### config.mk
export PLATFORM = sky130hd
export DESIGN_NAME = fft_butterfly_twiddle
export DESIGN_NICKNAME = d
export VERILOG_FILES = /design/src/rtl/fft_butterfly_twiddle_pkg.sv /design/src/rtl/fft_twiddle_rom.sv /design/src/rtl/fft_butterfly_twiddle.sv
export SDC_FILE = /design/constraint.sdc
export NUM_CORES = 1
export LEC_CHECK = 0
export ABC_AREA = 0
export BUFFER_PORTS_ARGS = -buffer_cell sky130_fd_sc_hd__buf_2
export CAP_MARGIN = 25
export CORE_UTILIZATION = 50
export CTS_BUF_LIST = sky130_fd_sc_hd__clkbuf_2
export DETAILED_ROUTE_END_ITERATION = 8
export PLACE_DENSITY = 0.69
export SYNTH_ARGS = -nofsm -noshare
export SYNTH_HDL_FRONTEND = slang
export SYNTH_HIERARCHICAL = 1
export SYNTH_SLANG_ARGS = --single-unit
### constraint.sdc
create_clock -name CLK -period 5.3 [get_ports CLK]
set_clock_uncertainty 0.05 [all_clocks]
set_input_delay 0.53 -clock CLK [delete_from_list [all_inputs] [get_ports CLK]]
set_output_delay 0.53 -clock CLK [all_outputs]
set_load 0.02 [all_outputs]
### src/rtl/fft_butterfly_twiddle_pkg.sv
`default_nettype none
// ============================================================================
//  Module      : fft_butterfly_twiddle_pkg
//  Description : Shared FFT helpers: log2, twiddle format, saturation and
//                round-half-up arithmetic shift.
//  Revision    : 1.0
// ============================================================================
package fft_butterfly_twiddle_pkg;

    function automatic int fft_log2(input int n);
        int r;
        r = 0;
        while ((1 << r) < n) r++;
        return r;
    endfunction

    // Twiddle ROM address width; never below one bit even for a 2-point FFT.
    function automatic int rom_aw(input int points);
        int a;
        a = fft_log2(points / 2);
        return (a < 1) ? 1 : a;
    endfunction

    function automatic int tw_one(input int tw_width);
        return 1 << (tw_width - 2);
    endfunction

    function automatic longint sat(input longint v, input int w);
        longint hi;
        longint lo;
        hi = (64'sd1 <<< (w - 1)) - 64'sd1;
        lo = -(64'sd1 <<< (w - 1));
        if (v > hi) return hi;
        if (v < lo) return lo;
        return v;
    endfunction

    function automatic longint rnd_shift(input longint v, input int sh);
        return (v + (64'sd1 <<< (sh - 1))) >>> sh;
    endfunction

endpackage
`default_nettype wire

### src/rtl/fft_twiddle_rom.sv
`default_nettype none
// ============================================================================
//  Module      : fft_twiddle_rom
//  Description : Registered twiddle lookup W(m) = cos(2*pi*m/N) - j*sin(2*pi*m/N).
//  Revision    : 1.0
// ============================================================================
module fft_twiddle_rom
    import fft_butterfly_twiddle_pkg::*;
#(
    parameter int points   = 64,
    parameter int tw_width = 8
) (
    input  logic                       CLK,
    input  logic                       RST,
    input  logic                       i_ce,
    input  logic [rom_aw(points)-1:0]  i_addr,
    output logic signed [tw_width-1:0] o_wr,
    output logic signed [tw_width-1:0] o_wi
);

    localparam int  c_depth  = 1 << rom_aw(points);
    localparam real c_one    = 1.0 * tw_one(tw_width);
    localparam real c_two_pi = 6.283185307179586;

    logic signed [tw_width-1:0] w_tab_r [c_depth];
    logic signed [tw_width-1:0] w_tab_i [c_depth];

    // int'() of a real rounds to nearest, giving the quantised coefficient.
    generate
        for (genvar g = 0; g < c_depth; g++) begin : g_entry
            localparam real c_ang = c_two_pi * g / points;
            localparam int  c_re  = int'(c_one * $cos(c_ang));
            localparam int  c_im  = int'(-c_one * $sin(c_ang));
            assign w_tab_r[g] = c_re[tw_width-1:0];
            assign w_tab_i[g] = c_im[tw_width-1:0];
        end
    endgenerate

    always_ff @(posedge CLK or posedge RST) begin
        if (RST) begin
            o_wr <= '0;
            o_wi <= '0;
        end else if (i_ce) begin
            o_wr <= w_tab_r[i_addr];
            o_wi <= w_tab_i[i_addr];
        end
    end

endmodule
`default_nettype wire

### src/rtl/fft_butterfly_twiddle.sv
`default_nettype none
// ============================================================================
//  Module      : fft_butterfly_twiddle
//  Description : Three-stage radix-2 DIF butterfly: x = a+b, y = (a-b)*W.
//  Revision    : 1.0
// ============================================================================
module fft_butterfly_twiddle
    import fft_butterfly_twiddle_pkg::*;
#(
    parameter int width         = 8,
    parameter int period        = 8,
    parameter int points        = 64,
    parameter int counter_width = 32,
    parameter int tw_width      = 8,
    parameter int scale         = 1
) (
    input  logic             CLK,
    input  logic             RST,
    input  logic             ce,
    input  logic             valid_a,
    input  logic [width-1:0] ar,
    input  logic [width-1:0] ai,
    input  logic             valid_b,
    input  logic [width-1:0] br,
    input  logic [width-1:0] bi,
    output logic             valid_x,
    output logic [width-1:0] xr,
    output logic [width-1:0] xi,
    output logic             valid_y,
    output logic [width-1:0] yr,
    output logic [width-1:0] yi,
    output logic             err
);

    localparam int c_aw         = rom_aw(points);
    localparam int c_stride_log = fft_log2(points / (2 * period));
    localparam int c_pw         = width + 1 + tw_width;

    logic [counter_width-1:0]   r_k;
    logic [c_aw-1:0]            w_addr;
    logic signed [tw_width-1:0] w_wr, w_wi;

    logic signed [width:0]      w_sr, w_si, w_dr, w_di;
    logic signed [width:0]      r_sr1, r_si1, r_dr1, r_di1;
    logic                       r_v1;

    logic signed [c_pw-1:0]     w_dr_ext, w_di_ext, w_wr_ext, w_wi_ext;
    logic signed [c_pw-1:0]     r_p_rr, r_p_ii, r_p_ri, r_p_ir;
    logic signed [width:0]      r_sr2, r_si2;
    logic                       r_v2;

    // m = k * N/(2*period); the stride is a power of two, so a shift suffices.
    assign w_addr = r_k[c_aw-1:0] << c_stride_log;

    fft_twiddle_rom #(
        .points   (points),
        .tw_width (tw_width)
    ) u_rom (
        .CLK    (CLK),
        .RST    (RST),
        .i_ce   (ce),
        .i_addr (w_addr),
        .o_wr   (w_wr),
        .o_wi   (w_wi)
    );

    assign w_sr = $signed({ar[width-1], ar}) + $signed({br[width-1], br});
    assign w_si = $signed({ai[width-1], ai}) + $signed({bi[width-1], bi});
    assign w_dr = $signed({ar[width-1], ar}) - $signed({br[width-1], br});
    assign w_di = $signed({ai[width-1], ai}) - $signed({bi[width-1], bi});

    assign w_dr_ext = {{tw_width{r_dr1[width]}}, r_dr1};
    assign w_di_ext = {{tw_width{r_di1[width]}}, r_di1};
    assign w_wr_ext = {{(width + 1){w_wr[tw_width-1]}}, w_wr};
    assign w_wi_ext = {{(width + 1){w_wi[tw_width-1]}}, w_wi};

    // Pair counter and sticky leg-mismatch flag.
    always_ff @(posedge CLK or posedge RST) begin
        if (RST) begin
            r_k <= '0;
            err <= 1'b0;
        end else if (ce) begin
            if (valid_a && valid_b)
                r_k <= (r_k == counter_width'(period - 1)) ? '0 : r_k + counter_width'(1);
            else
                r_k <= '0;
            if (valid_a != valid_b)
                err <= 1'b1;
        end
    end

    always_ff @(posedge CLK or posedge RST) begin
        if (RST) begin
            r_sr1   <= '0;
            r_si1   <= '0;
            r_dr1   <= '0;
            r_di1   <= '0;
            r_v1    <= 1'b0;
            r_p_rr  <= '0;
            r_p_ii  <= '0;
            r_p_ri  <= '0;
            r_p_ir  <= '0;
            r_sr2   <= '0;
            r_si2   <= '0;
            r_v2    <= 1'b0;
            xr      <= '0;
            xi      <= '0;
            yr      <= '0;
            yi      <= '0;
            valid_x <= 1'b0;
            valid_y <= 1'b0;
        end else if (ce) begin
            r_sr1  <= (scale != 0) ? (w_sr >>> 1) : w_sr;
            r_si1  <= (scale != 0) ? (w_si >>> 1) : w_si;
            r_dr1  <= (scale != 0) ? (w_dr >>> 1) : w_dr;
            r_di1  <= (scale != 0) ? (w_di >>> 1) : w_di;
            r_v1   <= valid_a && valid_b;

            r_p_rr <= w_dr_ext * w_wr_ext;
            r_p_ii <= w_di_ext * w_wi_ext;
            r_p_ri <= w_dr_ext * w_wi_ext;
            r_p_ir <= w_di_ext * w_wr_ext;
            r_sr2  <= r_sr1;
            r_si2  <= r_si1;
            r_v2   <= r_v1;

            xr <= width'(sat(longint'(r_sr2), width));
            xi <= width'(sat(longint'(r_si2), width));
            yr <= width'(sat(rnd_shift(longint'(r_p_rr) - longint'(r_p_ii), tw_width - 2), width));
            yi <= width'(sat(rnd_shift(longint'(r_p_ri) + longint'(r_p_ir), tw_width - 2), width));
            valid_x <= r_v2;
            valid_y <= r_v2;
        end
    end

endmodule
`default_nettype wire

# Word level (Yosys, flattened, before mapping)
# Memory sizes are Yosys's and may differ from the RTL's. A register that Yosys moved wholly into a read port is not among the register bits.
# Index checks and enable logic that the tools add are counted.
[word_totals]
regBits = 180
mem_bits_ro = 512
in_bits = 37
output_inout_bits = 35
elab_cells = 85
n_memories = 2
[op_classes]
n_addsub = 9
n_mul = 4
n_lt_le_gt_ge = 8
eq_ne = 2
muxes = 38
bitwise_logic = 1
reduce_logical = 2
[mem_list]
columns = ["memory", "words", "width", "rd", "rd_ports_with_merged_regs", "wr", "line_no", "source"]
rows = [
  ["(name not given)", 32, 8, 1, 1, 0, "fft_twiddle_rom.sv:45", "o_wi <= w_tab_i[i_addr];"],
  ["(name not given)", 32, 8, 1, 1, 0, "fft_twiddle_rom.sv:44", "o_wr <= w_tab_r[i_addr];"],
]
[ops]
columns = ["op", "n"]
rows = [
  ["two-way mux 8 bit", 12],
  ["multiplier 8 x 8 -> 16 bit", 4],
  ["two-way mux 32 bit", 2],
  ["adder 17 x 7 -> 18 bit (second input constant)", 2],
  ["adder 32 x 1 -> 32 bit (second input constant)", 1],
  ["equality test 32 x 3 -> 1 bit (second input constant)", 1],
  ["two-way mux 7 bit", 4],
  ["> comparator 12 x 8 -> 1 bit (second input constant)", 2],
  ["< comparator 12 x 8 -> 1 bit (second input constant)", 2],
  ["two-way mux 1 bit", 20],
  ["adder 8 x 8 -> 9 bit", 2],
  ["subtractor 8 x 8 -> 9 bit", 2],
  ["adder 16 x 16 -> 17 bit", 1],
  ["subtractor 16 x 16 -> 17 bit", 1],
  ["> comparator 8 bit (second input constant)", 2],
  ["< comparator 8 bit (second input constant)", 2],
  ["inverter 5 -> 6 bit", 1],
  ["AND reduction 2 bit", 1],
  ["logical AND 1 bit", 1],
  ["inequality test 1 bit", 1],
]

# Depth between registers and ports, before layout
[logic_depth]
depth_word = 9
mapped_depth = 20
ltp_nobuf = 19

# By module
# Netlist, hierarchy kept.
[by_module_without_submodules]
columns = ["mod", "n_inst", "cells_per_inst", "area_each_um2", "seq_area_each_um2"]
rows = [
  ["fft_butterfly_twiddle", 1, 2111, 19889.1, 4504.3],
  ["fft_twiddle_rom", 1, 129, 1129.8, 375.4],
]

# Worst setup path after synthesis
# Ideal clock, no wire load.
[synth_timing]
path_kind = "reg2reg"
startpoint = "reg u_rom.o_wr[6]"
endpoint = "reg r_p_ir[14]"
setup_ns = 0.136
t_arrival_ns = 4.755
t_required_ns = 5.114
setup_slack_ns = 0.359
stages_incl_launch_ff = 19
n_path_buf = 1
synth_period_minus_slack_ns = 4.941
path_cell_list = "dfrtp_1 > clkbuf_1 > nand2_1 > fa_1 > fa_1 > inv_1 > fa_1 > inv_1 > fa_1 > inv_1 > ha_1 > o21ai_0 > a21boi_0 > o21ai_0 > a21boi_0 > o21ai_0 > a21boi_0 > nor3_1 > or3b_2"
[synth_between]
elab_chain_cells = 1
[synth_rtl]
columns = ["item", "line_no", "source"]
rows = [
  ["start, declared", "fft_twiddle_rom.sv:17", "output logic signed [tw_width-1:0] o_wr,"],
  ["multiplier 8 x 8 -> 16 bit", "fft_butterfly_twiddle.sv:122", "r_p_ir <= w_di_ext * w_wr_ext;"],
  ["end signal, assigned", "fft_butterfly_twiddle.sv:122", ""],
  ["end, declared", "fft_butterfly_twiddle.sv:48", "logic signed [c_pw-1:0] r_p_rr, r_p_ii, r_p_ri, r_p_ir;"],
]
# No other way between the ends.
# A chain may end at the register's enable or synchronous reset.

# Final worst setup path
[layout_timing]
startpoint = "reg u_rom.o_wr[4]"
endpoint = "reg r_p_rr[14]"
[layout_between]
elab_chain_cells = 1
[layout_rtl]
columns = ["item", "line_no", "source"]
rows = [
  ["multiplier 8 x 8 -> 16 bit", "fft_butterfly_twiddle.sv:119", "r_p_rr <= w_dr_ext * w_wr_ext;"],
  ["end signal, assigned", "fft_butterfly_twiddle.sv:119", ""],
  ["end, declared", "fft_butterfly_twiddle.sv:48", ""],
]
# No other way between the ends.

==> flow_metrics.tcl <==
set metrics [dict create \
    status "complete, no violations" \
    crit_buf_inv 5 \
    area_growth_pct 9.82 \
    yosys.area.top_type "dfrtp_1" \
    cp_max_fo 16 \
    path_cells "buf_4 > and2_1 > fa_1 > inv_1 > fa_1 > inv_1 > fa_1 > inv_1 > fa_1 > inv_1 > ha_1 > o21ai_0 > a21boi_0 > o21ai_1 > a21boi_0 > o21ai_1 > a21boi_0 > or4_1 > nand3_1" \
    drt_iter0_drc 772 \
    synthTopCellsByCount "inv_1, fa_1, ha_1" \
    synth_cell_type_count 77 \
    required_ns 6.12 \
    htreeDepth 4 \
    yosys-top-cells-area "dfrtp_1, fa_1, ha_1" \
    cp.arrival_ns 5.83 \
    core_mm2 0.0411 \
    clock_latency_ns 0.92 \
    synth_enable_flop_cells 0 \
    finalMaxSlewViolations 0 \
    setup_viol 0 \
    synth.top_cell.area_share_pct 23.2 \
    relSlewSlack_pct 30.9 \
    die_x_um 207 \
    vias 15472 \
    synth_most_common_cell "inv_1" \
    r2r.worst_path.cells 19 \
    ys_ff_latch 195 \
    yosysWarnings 6 \
    yosys_most_used_dff "dfrtp_1" \
    clock_tree.root_cell "clkbuf_2" \
    dr.pass1.iters 5 \
    wire_per_inst_um 15.5 \
    critPathMaxStageDelay_ns 0.53 \
    end_kind "flip-flop" \
    nNetsFinal 2850 \
    holdPathStages 4 \
    syn_area_per_cell_um2 9.38 \
    initial_core_util_pct 51.1 \
    finalCritPeriodShare_pct 94.6 \
    period_minus_slack_ns 5.01 \
    grtUsageTotal_pct 22.4 \
    hold_viol 0 \
    setup_slack_ns 0.287 \
    antenna_found_initial 1 \
    rows 74 \
    critical_path_class "flip-flop to flip-flop" \
    cts_max_path_buffers 2 \
    drive_gt1_share_pct 10.9 \
    grt_overflow 0 \
    fmax_mhz 199 \
    pre_cts_ws_ns 0.0991 \
    die_h_um 207 \
    grt_pass1_vias 16115 \
    holdWs_ns 0.113 \
    worstHoldPathType "input port to flip-flop" \
    dp_hpwl_um 34500 \
    synthesis.instances 2240 \
    clock-sinks 195 \
    rsz0062_at_grt "no" \
    worstSetupStartpointType "flip-flop" \
    cts.clk_slew.worst_paths_ns 0.29 \
    yosysSeqAreaShare_pct 23.2 \
    multi_input_area_mm2 0.0144 \
    grt_pass1_wl_um 77800 \
    dieArea_mm2 0.0429 \
    routed_wl_um 45200 \
    grt_max_degree 181 \
    numCtsBuffers 17 \
    crit_slowest_cell "fa_1" \
    path_depth 19 \
    globalplace.congestion 0.854 \
    portBuffers 71 \
    crit_family "adder cells" \
    cap_viol_max_count 0 \
    ff_latch_area_mm2 0.00490 \
    ys_async_sr_fraction_pct 100 \
    worstMarginPinSlew_ns 1.04 \
    io_pins 72 \
    cts_tree "done" \
    vias_per_cell 5.30 \
    tns_ns 0 \
    ant_nets 0 \
    netlist_area_mm2 0.0210 \
    drc 0 \
    fillCellCount 3654 \
]
==> what timing repair did <==
item                       CTS  global route
hold buffers                52             0
setup buffers                0             5
gates resized for setup      0            26
hold endpoints to repair   247             0
setup endpoints to repair    0             8
==> state kept, by name, indices dropped and copies added (netlist names) <==
name	flops
xr	8
r_sr2	8
r_di1	8
r_sr1	8
u_rom/o_wi	7
yi	8
r_p_ri	16
valid_y	1
r_p_ir	16
err	1
u_rom/o_wr	8
r_si1	8
r_si2	8
r_dr1	8
r_v1	1
xi	8
yr	8
r_v2	1
r_p_ii	16
r_k	32
r_p_rr	16
==> worst paths after layout <==
check                                           from                   endpoint  slack (ns)
min                                            ar[3]       r_sr1[2]$_DFFE_PP0P_        0.11
min reg2reg                          err$_DFFE_PP0P_            err$_DFFE_PP0P_        0.44
max in group asynchronous                        RST      r_p_ii[7]$_DFFE_PP0P_        4.03
max reg2reg                u_rom/o_wr[4]$_DFFE_PP0P_     r_p_rr[14]$_DFFE_PP0P_        0.29
max                        u_rom/o_wr[4]$_DFFE_PP0P_     r_p_rr[14]$_DFFE_PP0P_        0.29
min in group asynchronous                        RST  u_rom/o_wi[1]$_DFFE_PP0P_        0.14
==> cells by family after synthesis <==
| kind of cell | after synthesis | share of synthesized area [%] |
|---|---|---|
| AND/OR/NAND/NOR | 605 | 14.8 |
| buffers and inverters | 489 | 8.90 |
| adder cells (fa/ha/maj) | 439 | 34.1 |
| AO/OA/AOI/OAI | 331 | 10.4 |
| multiplexers | 88 | 4.76 |
| XOR/XNOR | 92 | 3.83 |
| other | 1 | 0.0178 |
| flip-flops | 195 | 23.2 |
==> metal layers <==
layer	up-vias	routed length [µm]	track usage [%]
li1	7469	-	-
met3	37	1320	2.29
met2	227	22100	37.8
met4	0	944	7.21
met5	-	0	0
met1	7739	20800	30.2
==> metrics by stage <==
step | cell area (µm²) | util, % | cells
6_report | 23100 | 56.2 | 2920
5_1_grt | 23100 | 56.2 | 2920
4_1_cts | 23000 | 55.9 | 2914
3_5_place_dp | 22200 | 53.9 | 2830
3_3_place_gp | 22100 | 53.9 | 2829
2_1_floorplan | 21100 | - | 2261
==> layout by cell type, fill, tap and decap left out, types with 19 or more instances in the layout <==
cell type,n
inv_1,411
o21ai_0,73
xnor2_1,73
dlygate4sd3_1,52
o21bai_1,21
nor3_1,26
o31ai_1,26
dfrtp_1,180
and2_1,175
xor2_1,19
fa_1,224
mux2_2,78
a21o_1,22
nand2b_1,29
nor2b_1,27
a21oi_1,82
nor2_1,109
conb_1,22
buf_2,70
nand2_1,146
ha_1,215
buf_4,42
nand3_1,34
==> worst min-delay path: cells and delay by family <==
kind                       cells  cell delay (ns)
adders and majority gates      1             0.23
xor gates and xnor gates       1             0.15
buffers and inverters          1             0.10
AOI/OAI and AO/OA              1             0.06
==> cell type report <==
| class | count | share of cell area, % |
|---|---|---|
| Inverter | 413 | 6.73 |
| Sequential cell | 195 | 21.2 |
| Antenna cell | 1 | 0.0108 |
| Timing Repair Buffer | 170 | 5.55 |
| Clock buffer | 17 | 0.369 |
| Clock inverter | 15 | 0.954 |
| Multi-Input combinational cell | 1577 | 62.3 |
| Tap cell | 532 | 2.88 |
Power is not shown: default switching activity piles up to over one toggle a cycle in this logic, so the estimate is an artifact.
